### src/rtl/branch_resolve_mlane_if.sv
// EX-to-IFU bundle for the multi-lane branch resolver: per-lane EX inputs on the
// master side, redirect/predictor-update/statistics results on the slave side.
interface branch_resolve_mlane_if #(
  parameter int LANES = 2,
  parameter int CNT_W = 32
);
  localparam int LW = (LANES > 1) ? $clog2(LANES) : 1;

  logic [LANES-1:0]    ex_valid;
  logic [32*LANES-1:0] ex_pc;
  logic [LANES-1:0]    ex_is_branch;
  logic [LANES-1:0]    ex_is_jr;
  logic [LANES-1:0]    ex_is_j_imme;
  logic [4*LANES-1:0]  ex_branch_sel;
  logic [32*LANES-1:0] ex_rs_data;
  logic [32*LANES-1:0] ex_rt_data;
  logic [LANES-1:0]    ex_pred_taken;
  logic [32*LANES-1:0] ex_pred_target;
  logic [32*LANES-1:0] ex_act_target;
  logic                redirect_ack;

  logic                flush_req;
  logic [LW-1:0]       flush_lane;
  logic [31:0]         flush_target;
  logic [LANES-1:0]    upd_valid;
  logic [32*LANES-1:0] upd_pc;
  logic [32*LANES-1:0] upd_target;
  logic [LANES-1:0]    upd_taken;
  logic                busy;
  logic [CNT_W-1:0]    branch_cnt;
  logic [CNT_W-1:0]    mispred_cnt;

  modport master (
    output ex_valid, ex_pc, ex_is_branch, ex_is_jr, ex_is_j_imme, ex_branch_sel,
           ex_rs_data, ex_rt_data, ex_pred_taken, ex_pred_target, ex_act_target,
           redirect_ack,
    input  flush_req, flush_lane, flush_target, upd_valid, upd_pc, upd_target,
           upd_taken, busy, branch_cnt, mispred_cnt
  );

  modport slave (
    input  ex_valid, ex_pc, ex_is_branch, ex_is_jr, ex_is_j_imme, ex_branch_sel,
           ex_rs_data, ex_rt_data, ex_pred_taken, ex_pred_target, ex_act_target,
           redirect_ack,
    output flush_req, flush_lane, flush_target, upd_valid, upd_pc, upd_target,
           upd_taken, busy, branch_cnt, mispred_cnt
  );
endinterface

### src/rtl/branch_resolve_mlane.sv
// Resolves up to LANES branches per cycle, registers a held redirect for the
// oldest mispredicting lane, and emits predictor updates plus saturating stats.
module branch_resolve_mlane #(
  parameter int LANES = 2,
  parameter int CNT_W = 32
) (
  input logic clk,
  input logic rst,
  branch_resolve_mlane_if.slave bus
);
  localparam int LW = (LANES > 1) ? $clog2(LANES) : 1;

  localparam logic [3:0] BRANCH_SEL_BEQ    = 4'd1;
  localparam logic [3:0] BRANCH_SEL_BNE    = 4'd2;
  localparam logic [3:0] BRANCH_SEL_BGEZ   = 4'd3;
  localparam logic [3:0] BRANCH_SEL_BGTZ   = 4'd4;
  localparam logic [3:0] BRANCH_SEL_BLEZ   = 4'd5;
  localparam logic [3:0] BRANCH_SEL_BLTZ   = 4'd6;
  localparam logic [3:0] BRANCH_SEL_BGEZAL = 4'd7;
  localparam logic [3:0] BRANCH_SEL_BLTZAL = 4'd8;
  localparam logic [3:0] BRANCH_SEL_BAL    = 4'd9;

  typedef enum logic {IDLE, FLUSH} state_t;

  state_t              r_state, w_nextState;
  logic [LANES-1:0]    w_jmp, w_actTaken, w_mis, w_updMask;
  logic                w_hasWin, w_accept, w_startFlush, w_endFlush;
  logic [LW-1:0]       w_winLane;
  logic [31:0]         w_winTarget;
  logic [CNT_W-1:0]    w_branchInc;

  logic                r_flushReq;
  logic [LW-1:0]       r_flushLane;
  logic [31:0]         r_flushTarget;
  logic [LANES-1:0]    r_updValid, r_updTaken;
  logic [32*LANES-1:0] r_updPc, r_updTarget;
  logic [CNT_W-1:0]    r_branchCnt, r_mispredCnt;

  function automatic logic [CNT_W-1:0] satAdd(input logic [CNT_W-1:0] a,
                                              input logic [CNT_W-1:0] b);
    logic [CNT_W:0] s;
    s = {1'b0, a} + {1'b0, b};
    return s[CNT_W] ? '1 : s[CNT_W-1:0];
  endfunction

  for (genvar g = 0; g < LANES; g++) begin : gLane
    logic signed [31:0] w_rs, w_rt;
    logic               w_cond;
    assign w_rs = bus.ex_rs_data[32*g +: 32];
    assign w_rt = bus.ex_rt_data[32*g +: 32];

    always_comb begin
      w_cond = 1'b0;
      case (bus.ex_branch_sel[4*g +: 4])
        BRANCH_SEL_BEQ:                     w_cond = (w_rs == w_rt);
        BRANCH_SEL_BNE:                     w_cond = (w_rs != w_rt);
        BRANCH_SEL_BGEZ, BRANCH_SEL_BGEZAL: w_cond = (w_rs >= 0);
        BRANCH_SEL_BGTZ:                    w_cond = (w_rs > 0);
        BRANCH_SEL_BLEZ:                    w_cond = (w_rs <= 0);
        BRANCH_SEL_BLTZ, BRANCH_SEL_BLTZAL: w_cond = (w_rs < 0);
        BRANCH_SEL_BAL:                     w_cond = 1'b1;
        default:                            w_cond = 1'b0;
      endcase
    end

    assign w_actTaken[g] = bus.ex_is_jr[g] | bus.ex_is_j_imme[g] | (bus.ex_is_branch[g] & w_cond);
    assign w_jmp[g]      = bus.ex_valid[g] & (bus.ex_is_branch[g] | bus.ex_is_jr[g] | bus.ex_is_j_imme[g]);
    assign w_mis[g]      = w_jmp[g] & ((bus.ex_pred_taken[g] != w_actTaken[g]) |
                           (w_actTaken[g] & (bus.ex_pred_target[32*g +: 32] != bus.ex_act_target[32*g +: 32])));
  end

  // Walk lanes oldest-first; everything younger than the first mispredict is killed.
  always_comb begin
    w_hasWin    = 1'b0;
    w_winLane   = '0;
    w_winTarget = '0;
    w_updMask   = '0;
    w_branchInc = '0;
    for (int i = 0; i < LANES; i++) begin
      if (!w_hasWin) begin
        w_updMask[i] = w_jmp[i];
        w_branchInc  = w_branchInc + CNT_W'(w_jmp[i]);
        if (w_mis[i]) begin
          w_hasWin    = 1'b1;
          w_winLane   = LW'(i);
          w_winTarget = w_actTaken[i] ? bus.ex_act_target[32*i +: 32]
                                      : bus.ex_pc[32*i +: 32] + 32'd8;
        end
      end
    end
  end

  always_ff @(posedge clk or posedge rst) begin
    if (rst) r_state <= IDLE;
    else     r_state <= w_nextState;
  end

  always_comb begin
    w_nextState = r_state;
    case (r_state)
      IDLE:    if (w_hasWin) w_nextState = FLUSH;
      FLUSH:   if (bus.redirect_ack) w_nextState = IDLE;
      default: w_nextState = IDLE;
    endcase
  end

  always_comb begin
    w_accept     = (r_state == IDLE);
    w_startFlush = w_accept & w_hasWin;
    w_endFlush   = (r_state == FLUSH) & bus.redirect_ack;
  end

  // EX inputs are only consumed in IDLE; the redirect fields freeze while FLUSH waits for ack.
  always_ff @(posedge clk or posedge rst) begin
    if (rst) begin
      r_flushReq    <= 1'b0;
      r_flushLane   <= '0;
      r_flushTarget <= '0;
      r_updValid    <= '0;
      r_updTaken    <= '0;
      r_updPc       <= '0;
      r_updTarget   <= '0;
      r_branchCnt   <= '0;
      r_mispredCnt  <= '0;
    end else begin
      r_updValid <= w_accept ? w_updMask : '0;
      if (w_accept) begin
        r_updPc     <= bus.ex_pc;
        r_updTarget <= bus.ex_act_target;
        r_updTaken  <= w_actTaken;
        r_branchCnt <= satAdd(r_branchCnt, w_branchInc);
      end
      if (w_startFlush) begin
        r_flushReq    <= 1'b1;
        r_flushLane   <= w_winLane;
        r_flushTarget <= w_winTarget;
        r_mispredCnt  <= satAdd(r_mispredCnt, CNT_W'(1));
      end else if (w_endFlush) begin
        r_flushReq <= 1'b0;
      end
    end
  end

  assign bus.flush_req    = r_flushReq;
  assign bus.flush_lane   = r_flushLane;
  assign bus.flush_target = r_flushTarget;
  assign bus.upd_valid    = r_updValid;
  assign bus.upd_pc       = r_updPc;
  assign bus.upd_target   = r_updTarget;
  assign bus.upd_taken    = r_updTaken;
  assign bus.busy         = (r_state == FLUSH);
  assign bus.branch_cnt   = r_branchCnt;
  assign bus.mispred_cnt  = r_mispredCnt;
endmodule

### src/flat_wrapper.sv
// flat-port wrapper written by rule: the top's interface ports become plain ports
module branch_resolve_mlane_flat 
#(
  parameter int LANES = 2,
  parameter int CNT_W = 32
)
  (clk, rst, bus_ex_valid, bus_ex_pc, bus_ex_is_branch, bus_ex_is_jr, bus_ex_is_j_imme, bus_ex_branch_sel, bus_ex_rs_data, bus_ex_rt_data, bus_ex_pred_taken, bus_ex_pred_target, bus_ex_act_target, bus_redirect_ack, bus_flush_req, bus_flush_lane, bus_flush_target, bus_upd_valid, bus_upd_pc, bus_upd_target, bus_upd_taken, bus_busy, bus_branch_cnt, bus_mispred_cnt);
  branch_resolve_mlane_if #(.LANES(LANES), .CNT_W(CNT_W)) bus_i ();
  input logic clk;
  input logic rst;
  input wire logic [$bits(bus_i.ex_valid)-1:0] bus_ex_valid;
  input wire logic [$bits(bus_i.ex_pc)-1:0] bus_ex_pc;
  input wire logic [$bits(bus_i.ex_is_branch)-1:0] bus_ex_is_branch;
  input wire logic [$bits(bus_i.ex_is_jr)-1:0] bus_ex_is_jr;
  input wire logic [$bits(bus_i.ex_is_j_imme)-1:0] bus_ex_is_j_imme;
  input wire logic [$bits(bus_i.ex_branch_sel)-1:0] bus_ex_branch_sel;
  input wire logic [$bits(bus_i.ex_rs_data)-1:0] bus_ex_rs_data;
  input wire logic [$bits(bus_i.ex_rt_data)-1:0] bus_ex_rt_data;
  input wire logic [$bits(bus_i.ex_pred_taken)-1:0] bus_ex_pred_taken;
  input wire logic [$bits(bus_i.ex_pred_target)-1:0] bus_ex_pred_target;
  input wire logic [$bits(bus_i.ex_act_target)-1:0] bus_ex_act_target;
  input wire logic [$bits(bus_i.redirect_ack)-1:0] bus_redirect_ack;
  output wire logic [$bits(bus_i.flush_req)-1:0] bus_flush_req;
  output wire logic [$bits(bus_i.flush_lane)-1:0] bus_flush_lane;
  output wire logic [$bits(bus_i.flush_target)-1:0] bus_flush_target;
  output wire logic [$bits(bus_i.upd_valid)-1:0] bus_upd_valid;
  output wire logic [$bits(bus_i.upd_pc)-1:0] bus_upd_pc;
  output wire logic [$bits(bus_i.upd_target)-1:0] bus_upd_target;
  output wire logic [$bits(bus_i.upd_taken)-1:0] bus_upd_taken;
  output wire logic [$bits(bus_i.busy)-1:0] bus_busy;
  output wire logic [$bits(bus_i.branch_cnt)-1:0] bus_branch_cnt;
  output wire logic [$bits(bus_i.mispred_cnt)-1:0] bus_mispred_cnt;
  assign bus_i.ex_valid = bus_ex_valid;
  assign bus_i.ex_pc = bus_ex_pc;
  assign bus_i.ex_is_branch = bus_ex_is_branch;
  assign bus_i.ex_is_jr = bus_ex_is_jr;
  assign bus_i.ex_is_j_imme = bus_ex_is_j_imme;
  assign bus_i.ex_branch_sel = bus_ex_branch_sel;
  assign bus_i.ex_rs_data = bus_ex_rs_data;
  assign bus_i.ex_rt_data = bus_ex_rt_data;
  assign bus_i.ex_pred_taken = bus_ex_pred_taken;
  assign bus_i.ex_pred_target = bus_ex_pred_target;
  assign bus_i.ex_act_target = bus_ex_act_target;
  assign bus_i.redirect_ack = bus_redirect_ack;
  assign bus_flush_req = bus_i.flush_req;
  assign bus_flush_lane = bus_i.flush_lane;
  assign bus_flush_target = bus_i.flush_target;
  assign bus_upd_valid = bus_i.upd_valid;
  assign bus_upd_pc = bus_i.upd_pc;
  assign bus_upd_target = bus_i.upd_target;
  assign bus_upd_taken = bus_i.upd_taken;
  assign bus_busy = bus_i.busy;
  assign bus_branch_cnt = bus_i.branch_cnt;
  assign bus_mispred_cnt = bus_i.mispred_cnt;
  branch_resolve_mlane #(.LANES(LANES), .CNT_W(CNT_W)) u_core (.clk(clk), .rst(rst), .bus(bus_i));
endmodule
### config.mk
export PLATFORM = sky130hd
export DESIGN_NAME = branch_resolve_mlane_flat
export DESIGN_NICKNAME = d
export VERILOG_FILES = /design/src/rtl/branch_resolve_mlane_if.sv /design/src/rtl/branch_resolve_mlane.sv /design/src/flat_wrapper.sv
export SDC_FILE = /design/constraint.sdc
export NUM_CORES = 1
export LEC_CHECK = 0
export ABC_AREA = 0
export CAP_MARGIN = 25
export CORE_AREA = 2 2 220 222
export DETAILED_ROUTE_END_ITERATION = 8
export DIE_AREA = 0 0 222 224
export PLACE_DENSITY_LB_ADDON = 0.05
export SKIP_LAST_GASP = 1
export SYNTH_ARGS = -nofsm -noshare
export SYNTH_HDL_FRONTEND = slang
export SYNTH_SLANG_ARGS = --single-unit
### constraint.sdc
create_clock -name clk -period 23.8 [get_ports clk]
set_clock_uncertainty 0.2 [all_clocks]
set_input_delay 4.76 -clock clk [delete_from_list [all_inputs] [get_ports clk]]
set_output_delay 4.76 -clock clk [all_outputs]
set_load 0.02 [all_outputs]
==> results of run 1 <==
cell usage after synthesis (2+ instances only):
library cell	n
sky130_fd_sc_hd__dfrtp_1	231
sky130_fd_sc_hd__mux2_2	152
sky130_fd_sc_hd__xor2_1	140
sky130_fd_sc_hd__nand2_1	118
sky130_fd_sc_hd__nor2_1	63
sky130_fd_sc_hd__xnor2_1	62
sky130_fd_sc_hd__nand3_1	48
sky130_fd_sc_hd__nor4_1	47
sky130_fd_sc_hd__nand4_1	43
sky130_fd_sc_hd__a21oi_1	38
sky130_fd_sc_hd__clkbuf_1	38
sky130_fd_sc_hd__o21ai_0	38
sky130_fd_sc_hd__a221o_1	28
sky130_fd_sc_hd__a211oi_1	27
sky130_fd_sc_hd__and3_1	26
sky130_fd_sc_hd__nor3_1	20
sky130_fd_sc_hd__inv_1	18
sky130_fd_sc_hd__and4_1	13
sky130_fd_sc_hd__mux2i_1	13
sky130_fd_sc_hd__o22a_1	11
sky130_fd_sc_hd__a31oi_1	10
sky130_fd_sc_hd__buf_2	8
sky130_fd_sc_hd__buf_6	7
sky130_fd_sc_hd__nand2b_1	7
sky130_fd_sc_hd__ha_1	6
sky130_fd_sc_hd__and2_1	4
sky130_fd_sc_hd__o22ai_1	4
sky130_fd_sc_hd__or2_2	4
sky130_fd_sc_hd__a2bb2oi_1	3
sky130_fd_sc_hd__a41oi_1	3
sky130_fd_sc_hd__or4_1	3
sky130_fd_sc_hd__a2111o_1	2
sky130_fd_sc_hd__buf_1	2
sky130_fd_sc_hd__nand3b_1	2
sky130_fd_sc_hd__nor2b_1	2
sky130_fd_sc_hd__o211ai_1	2
tightest hold or removal path, delay by kind of cell (launching register included):
family	cells	cell delay (ns)
AND/OR/NAND/NOR	1	0.05
AO/OA/AOI/OAI	1	0.06
flip-flops	1	0.34
layer usage:
metal,vias to the layer above,GRT usage,share of wire
met5,-,0,0.0011
met4,10,0.08435,0.035
met3,94,0.07162,0.075
met2,442,0.3939,0.47
met1,5887,0.2888,0.42
li1,5742,-,-
power groups by stage:
stage	clock, W	combinational [W]	sequential [W]
2_1_floorplan	0	0.000247	0.000757
3_3_place_gp	0	0.000845	0.000618
3_5_place_dp	0	0.000845	0.000623
4_1_cts	0.000467	0.000848	0.000619
5_1_grt	0.000483	0.000885	0.000637
6_report	0.000451	0.000840	0.000618
area by class of cell:
type / instances / area, sq um / area share
sequential: 231 / 5784 / 0.2815
antenna: 5 / 12.51 / 0.0006089
timing repair buffer: 584 / 5873 / 0.2858
clock buffer: 43 / 848.3 / 0.04128
clock inverter: 11 / 122.6 / 0.005967
multi-input combinational: 958 / 7064 / 0.3438
inverter: 18 / 75.07 / 0.003653
tap: 615 / 769.5 / 0.03745
state kept, by name, summed over array words and instances (netlist names):
name	flops
u_core.bus.upd_pc	64
u_core.bus.upd_target	64
u_core.bus.branch_cnt	32
u_core.bus.flush_target	32
u_core.bus.mispred_cnt	32
u_core.bus.upd_taken	2
u_core.bus.upd_valid	2
u_core.bus.busy	1
u_core.bus.flush_lane	1
u_core.bus.flush_req	1
stage by stage:
| step | hold WS [ns] | instances | utilization | total power, W | instance area [sq um] |
|---|---|---|---|---|---|
| 2_1_floorplan | 0.3767 | 1263 | - | 0.001004 | 13150 |
| 3_3_place_gp | 0.2692 | 2403 | 0.4115 | 0.001463 | 19480 |
| 3_5_place_dp | 0.2752 | 2404 | 0.4121 | 0.001468 | 19510 |
| 4_1_cts | 0.2891 | 2458 | 0.4326 | 0.001934 | 20480 |
| 5_1_grt | 0.3003 | 2464 | 0.4340 | 0.002005 | 20550 |
| 6_report | 0.2847 | 2465 | 0.4340 | 0.001908 | 20550 |
cell families (layout without fill, tap and decap cells):
kind of cell             after synthesis  count (layout)  share of synthesized area
AO/OA/AOI/OAI                        178             178                    0.09704
XOR/XNOR                             202             202                     0.1345
adder cells (fa/ha/maj)                7               7                   0.007230
buffers and inverters                 74             656                    0.02616
flip-flops                           231             231                     0.4395
multiplexers                         165             165                     0.1400
other                                  0               5                          0
AND/OR/NAND/NOR                      406             406                     0.1555
worst max-delay path by stage:
stage          cells past startpoint                  endpoint          startpoint  slack (ns)
6_report                          18  u_core.bus.branch_cnt[8]  bus_ex_rs_data[26]       12.95
3_5_place_dp                      18  u_core.bus.branch_cnt[8]  bus_ex_rs_data[26]       12.29
5_1_grt                           18  u_core.bus.branch_cnt[8]  bus_ex_rs_data[31]       12.32
4_1_cts                           18  u_core.bus.branch_cnt[8]  bus_ex_rs_data[26]       12.89
3_3_place_gp                      18  u_core.bus.branch_cnt[8]  bus_ex_rs_data[26]       12.46
2_1_floorplan                      1  u_core.bus.branch_cnt[0]                 rst       12.51
==> flow_summary.toml, run 1 <==
[status]
run_status = "finished, final reports clean"

[placement]
port_buffers = 571
place_congestion = 0.8574
place_hpwl_um = 48400
setup_slack_after_placement_ns = 12.29

[yosys]
synth_enable_flop_cells = 0
postSynth.topFlopCell = "sky130_fd_sc_hd__dfrtp_1"
synth.net_count = 1611
syn_inst = 1263
synth_seq_area_share = 0.4395
synth_top_area_cell = "sky130_fd_sc_hd__dfrtp_1"
synth.area.top_cells = "sky130_fd_sc_hd__dfrtp_1, sky130_fd_sc_hd__mux2_2, sky130_fd_sc_hd__xor2_1"
syn_area_per_cell_sq_um = 10.41
synthArstFlopShare = 1.000
synth_cell_type_count = 56
synth.ff_latch_count = 231
netlist.area_leader.share = 0.4395
synth.cell_area_sq_mm = 0.01315
synth.yosys.warnings = 0

[timing]
period_minus_slack_ns = 10.85
relSlewSlack = 0.3004
finalHoldViolCount = 0
worst_slew_pin_slew_ns = 1.049
grt_setup_unrepaired = "false"
post-route-period-util = 0.4558
setup-violations-final = 0
tns_ns = 0
max_clock_freq_ghz = 0.09219
final_critical_path_setup_slack_ns = 12.95
finalMaxSlewViolations = 0

[critical_path]
rrSetupSlack_ns = 20.11
timing.rr.start = "u_core.bus.busy"
critPathMaxStageDelay_ns = 0.69
path_max_fanout = 61
crit_path_end_kind = "register"
critPathBufInv = 2
setup.worst_path.start_class = "input pin"
timing.critical_path.cells = "clkdlybuf4s50_1, xor2_1, nor4_1, nand4_1, or2_1, a311oi_4, buf_4, mux2i_2, nand2_1, fa_1, nor2_1, nand4_1, nor2_1, and4_1, nand2_1, nor2_1, nand2_1, o21ai_0"
critical-path-slowest-cell = "sky130_fd_sc_hd__mux2i_2"
cp_top_family = "simple AND/OR/NAND/NOR gates"
worst_path_required_ns = 24.08
setup.worst_path.class = "in -> reg"
reg2reg_to = "u_core.bus.mispred_cnt[5]"
critPathArrivalTime_ns = 11.13
reg2reg_depth = 6

[power]
sequential_group_share_of_total_power = 0.324
power_leakage_nw = 8.100
swShare = 0.3679
power_frac_comb = 0.440
p_int_w = 0.001206
clkPwrFrac = 0.236
vdd_ir_drop_max_mv = 0.06121
power.net_switching_w = 0.0007022
power_per_cell_area_mw_per_mm2 = 92.87

[die]
std_cell_rows = 80
area_enclosed_by_the_die_boundary_sq_mm = 0.04973
dieWidth_um = 222
starting_density = 0.2778
die_outline_height_um = 224
core-area_sq_mm = 0.04735
number_of_placed_i_o_pins = 572

[route]
via_per_inst = 4.939
mean_routed_wirelength_per_cell_um = 24.46
initialDrtViolationCount = 515
drc = 0
post_detailed_routing_wire_length_um = 60290
dr.pass1.iters = 5
via_count = 12180
antenna_violating_nets_post_route = 0

[clocking]
clock_tree.root_cell = "sky130_fd_sc_hd__clkbuf_16"
clk_pin_slew_ns = 0.06
htreeDepth = 1
num_cts_buffers = 29
tritoncts = "yes"
clk_latency_ns = 0.57
clock-sinks = 231
max-clock-path-buffers = 3
post-cts-setup-buffers = 0
post_cts_hold_buffers = 0
post_cts.resized_instances = 0

[job]
reported_max_cap_violation_count = 0

[worst_hold_path]
holdPathStages = 2
min_from = "u_core.bus.upd_pc[14]"
hold_end = "u_core.bus.upd_pc[14]"
hold_path.class = "reg -> reg"

[final_layout]
mostFrequentLayoutCell = "sky130_fd_sc_hd__clkdlybuf4s50_1"
finalNetCount = 2170
area_growth_syn_to_fin_pct = 56.26
layout.filler_cells = 4690
layout_common_cells = "sky130_fd_sc_hd__clkdlybuf4s50_1, sky130_fd_sc_hd__dfrtp_1, sky130_fd_sc_hd__mux2_2, sky130_fd_sc_hd__xor2_1, sky130_fd_sc_hd__nand2_1"
drive_above_1_share = 0.1225

[global_route]
globalRoute.totalOverflow = 0
grt_start_max_net_pins = 97
grt_usage = 0.2362
grt_antenna_before_repair = 11
wire_length_of_the_first_global_routing_pass_um = 86640
number_of_global_route_vias_before_repair = 12670
No activity file was read; power rests on OpenSTA's default activity.
==> inputs of run 2 (changes only) <==
clock period = 10.2 ns   (was 23.8 ns; I/O delays follow)
==> run 2 against run 1 <==
Sequential share of layout area about the same. Via count up 0.48%. Highest routed layer unchanged. Clock-buffer cell count up 3. Die area unchanged. Sequential cell count unchanged. Non-clock buffer count down 1. Worst hold slack about the same. Sequential power up 130%. Cell area about the same. Register-to-register slack worse by 14 ns. First-iteration DRC count up 21%.
==> flow_summary.toml, run 2 (synthesis gave the netlist of run 1 again) <==
[critical_path]
crit_path_end_kind = "register"
worst_path_required_ns = 10.47
setup.worst_path.start_class = "input pin"
path_max_fanout = 27
critPathArrivalTime_ns = 7.55
setup.worst_path.class = "in -> reg"
reg2reg_depth = 6

[global_route]
wire_length_of_the_first_global_routing_pass_um = 86980
grt_antenna_before_repair = 10
grt_start_max_net_pins = 106
globalRoute.totalOverflow = 0
number_of_global_route_vias_before_repair = 12680
grt_usage = 0.2370

[route]
met2WireLength_um = 28140
drc = 0
post_detailed_routing_wire_length_um = 60320
via_per_inst = 4.967
dr.pass1.iters = 5
initialDrtViolationCount = 625
mean_routed_wirelength_per_cell_um = 24.49
via_count = 12230
route.layer.met1.wl_um = 24810
detailroute.wirelength.met3_um = 4861
maxUsedRoutingLayer = "met5"
antenna_violating_nets_post_route = 0

[job]
reported_max_cap_violation_count = 0

[power]
vdd_ir_drop_max_mv = 0.1474
power_frac_comb = 0.436
power.net_switching_w = 0.001636
clkPwrFrac = 0.242
sequential_group_share_of_total_power = 0.322
report.power.total_w = 0.004481
p_int_w = 0.002844
swShare = 0.3652
power_per_cell_area_mw_per_mm2 = 218.1
power_leakage_nw = 8.094

[timing]
setup-violations-final = 0
finalHoldViolCount = 0
finalMaxSlewViolations = 0
worst_slew_pin_slew_ns = 1.051
grt_setup_unrepaired = "false"
post-route-period-util = 0.7132
period_minus_slack_ns = 7.274
relSlewSlack = 0.2993
max_clock_freq_ghz = 0.1375
tns_ns = 0

[clocking]
clock_tree.root_cell = "sky130_fd_sc_hd__clkbuf_16"
tritoncts = "yes"
clock-sinks = 231
clk_latency_ns = 0.57
post_cts.resized_instances = 0
post-cts-setup-buffers = 0
max-clock-path-buffers = 3
num_cts_buffers = 30
htreeDepth = 1
clk_pin_slew_ns = 0.06
post_cts_hold_buffers = 0

[final_layout]
finalNetCount = 2170
final_cells = 2463
mostFrequentLayoutCell = "sky130_fd_sc_hd__clkdlybuf4s50_1"
area_growth_syn_to_fin_pct = 56.19
layout_common_cells = "sky130_fd_sc_hd__clkdlybuf4s50_1, sky130_fd_sc_hd__dfrtp_1, sky130_fd_sc_hd__mux2_2, sky130_fd_sc_hd__xor2_1, sky130_fd_sc_hd__nand2_1"
drive_above_1_share = 0.1220

[placement]
place_congestion = 0.8800
place_hpwl_um = 48330
post-place-cells = 2403
port_buffers = 571

[die]
core-area_sq_mm = 0.04735
starting_density = 0.2778
number_of_placed_i_o_pins = 572
dieWidth_um = 222
area_enclosed_by_the_die_boundary_sq_mm = 0.04973
die_outline_height_um = 224
std_cell_rows = 80

[status]
run_status = "finished, final reports clean"

[worst_hold_path]
holdPathStages = 2
hold_path.class = "reg -> reg"
run 2: changes by cell type in the layout (fill, tap and decap cells not counted), sizes merged:
| cell | delta |
|---|---|
| buf | -1 |
| diode | -1 |
| clkbuf | +3 |
| inv | -1 |
| clkinv | -2 |
run 2: power by group through the flow:
stage          registers, W  clock network [W]  logic [W]
2_1_floorplan       0.00177                  0   0.000576
3_3_place_gp        0.00144                  0    0.00197
3_5_place_dp        0.00145                  0    0.00197
4_1_cts             0.00145            0.00112    0.00198
5_1_grt             0.00149            0.00115    0.00207
6_report            0.00144            0.00108    0.00195
run 2: path summary, 6_finish.rpt:
path	slack, ns	to	startpoint
max	2.93	u_core.bus.branch_cnt[4]	bus_ex_rs_data[15]
min	0.28	u_core.bus.flush_req	u_core.bus.flush_req
max reg2reg	6.48	u_core.bus.mispred_cnt[5]	u_core.bus.busy
min reg2reg	0.28	u_core.bus.flush_req	u_core.bus.flush_req
max in group asynchronous	6.49	u_core.bus.busy	rst
min in group asynchronous	1.77	u_core.bus.upd_pc[20]	rst
run 2: metrics by stage:
step                  util  hold WS [ns]  cell area, sq um  worst slack [ns]
global route        0.4338        0.3110             20540             2.430
detailed placement  0.4115        0.2742             19480             2.312
finish              0.4339        0.2846             20540             2.926
global placement    0.4114        0.2698             19480             2.426
CTS                 0.4328        0.2885             20490             2.895
floorplan                -        0.3767             13150             1.627
run 2: critical path, stage by stage:
cell and delay, ns:
sky130_fd_sc_hd__clkdlybuf4s50_1 0.47, sky130_fd_sc_hd__nor4_1 0.34, sky130_fd_sc_hd__nand4_1 0.28, sky130_fd_sc_hd__or4_1 0.57
sky130_fd_sc_hd__a31oi_1 0.28, sky130_fd_sc_hd__a311oi_4 0.10, sky130_fd_sc_hd__mux2i_2 0.21, sky130_fd_sc_hd__buf_4 0.20
sky130_fd_sc_hd__nand2b_1 0.09, sky130_fd_sc_hd__ha_1 0.17, sky130_fd_sc_hd__inv_1 0.06, sky130_fd_sc_hd__fa_1 0.36
sky130_fd_sc_hd__nor2_1 0.25, sky130_fd_sc_hd__nand4_1 0.15, sky130_fd_sc_hd__nor2_1 0.46, sky130_fd_sc_hd__and4_1 0.31
sky130_fd_sc_hd__nand2_1 0.10, sky130_fd_sc_hd__nor2_1 0.21, sky130_fd_sc_hd__nand2_1 0.62, sky130_fd_sc_hd__o21ai_0 0.26
run 2: final cells by class:
class / instances / area (sq um)
fill: 4675 / 26800
multi-input combinational: 958 / 7064
timing repair buffer: 583 / 5829
sequential: 231 / 5784
clock buffer: 46 / 912.1
tap: 615 / 769.5
clock inverter: 8 / 96.34
inverter: 18 / 75.07
antenna: 4 / 10.01
run 2: per-layer routing:
metal	track usage	vias to the layer above
li1	-	5724
met1	0.2877	5925
met2	0.3915	467
met3	0.07529	107
met4	0.09307	10
met5	0	-
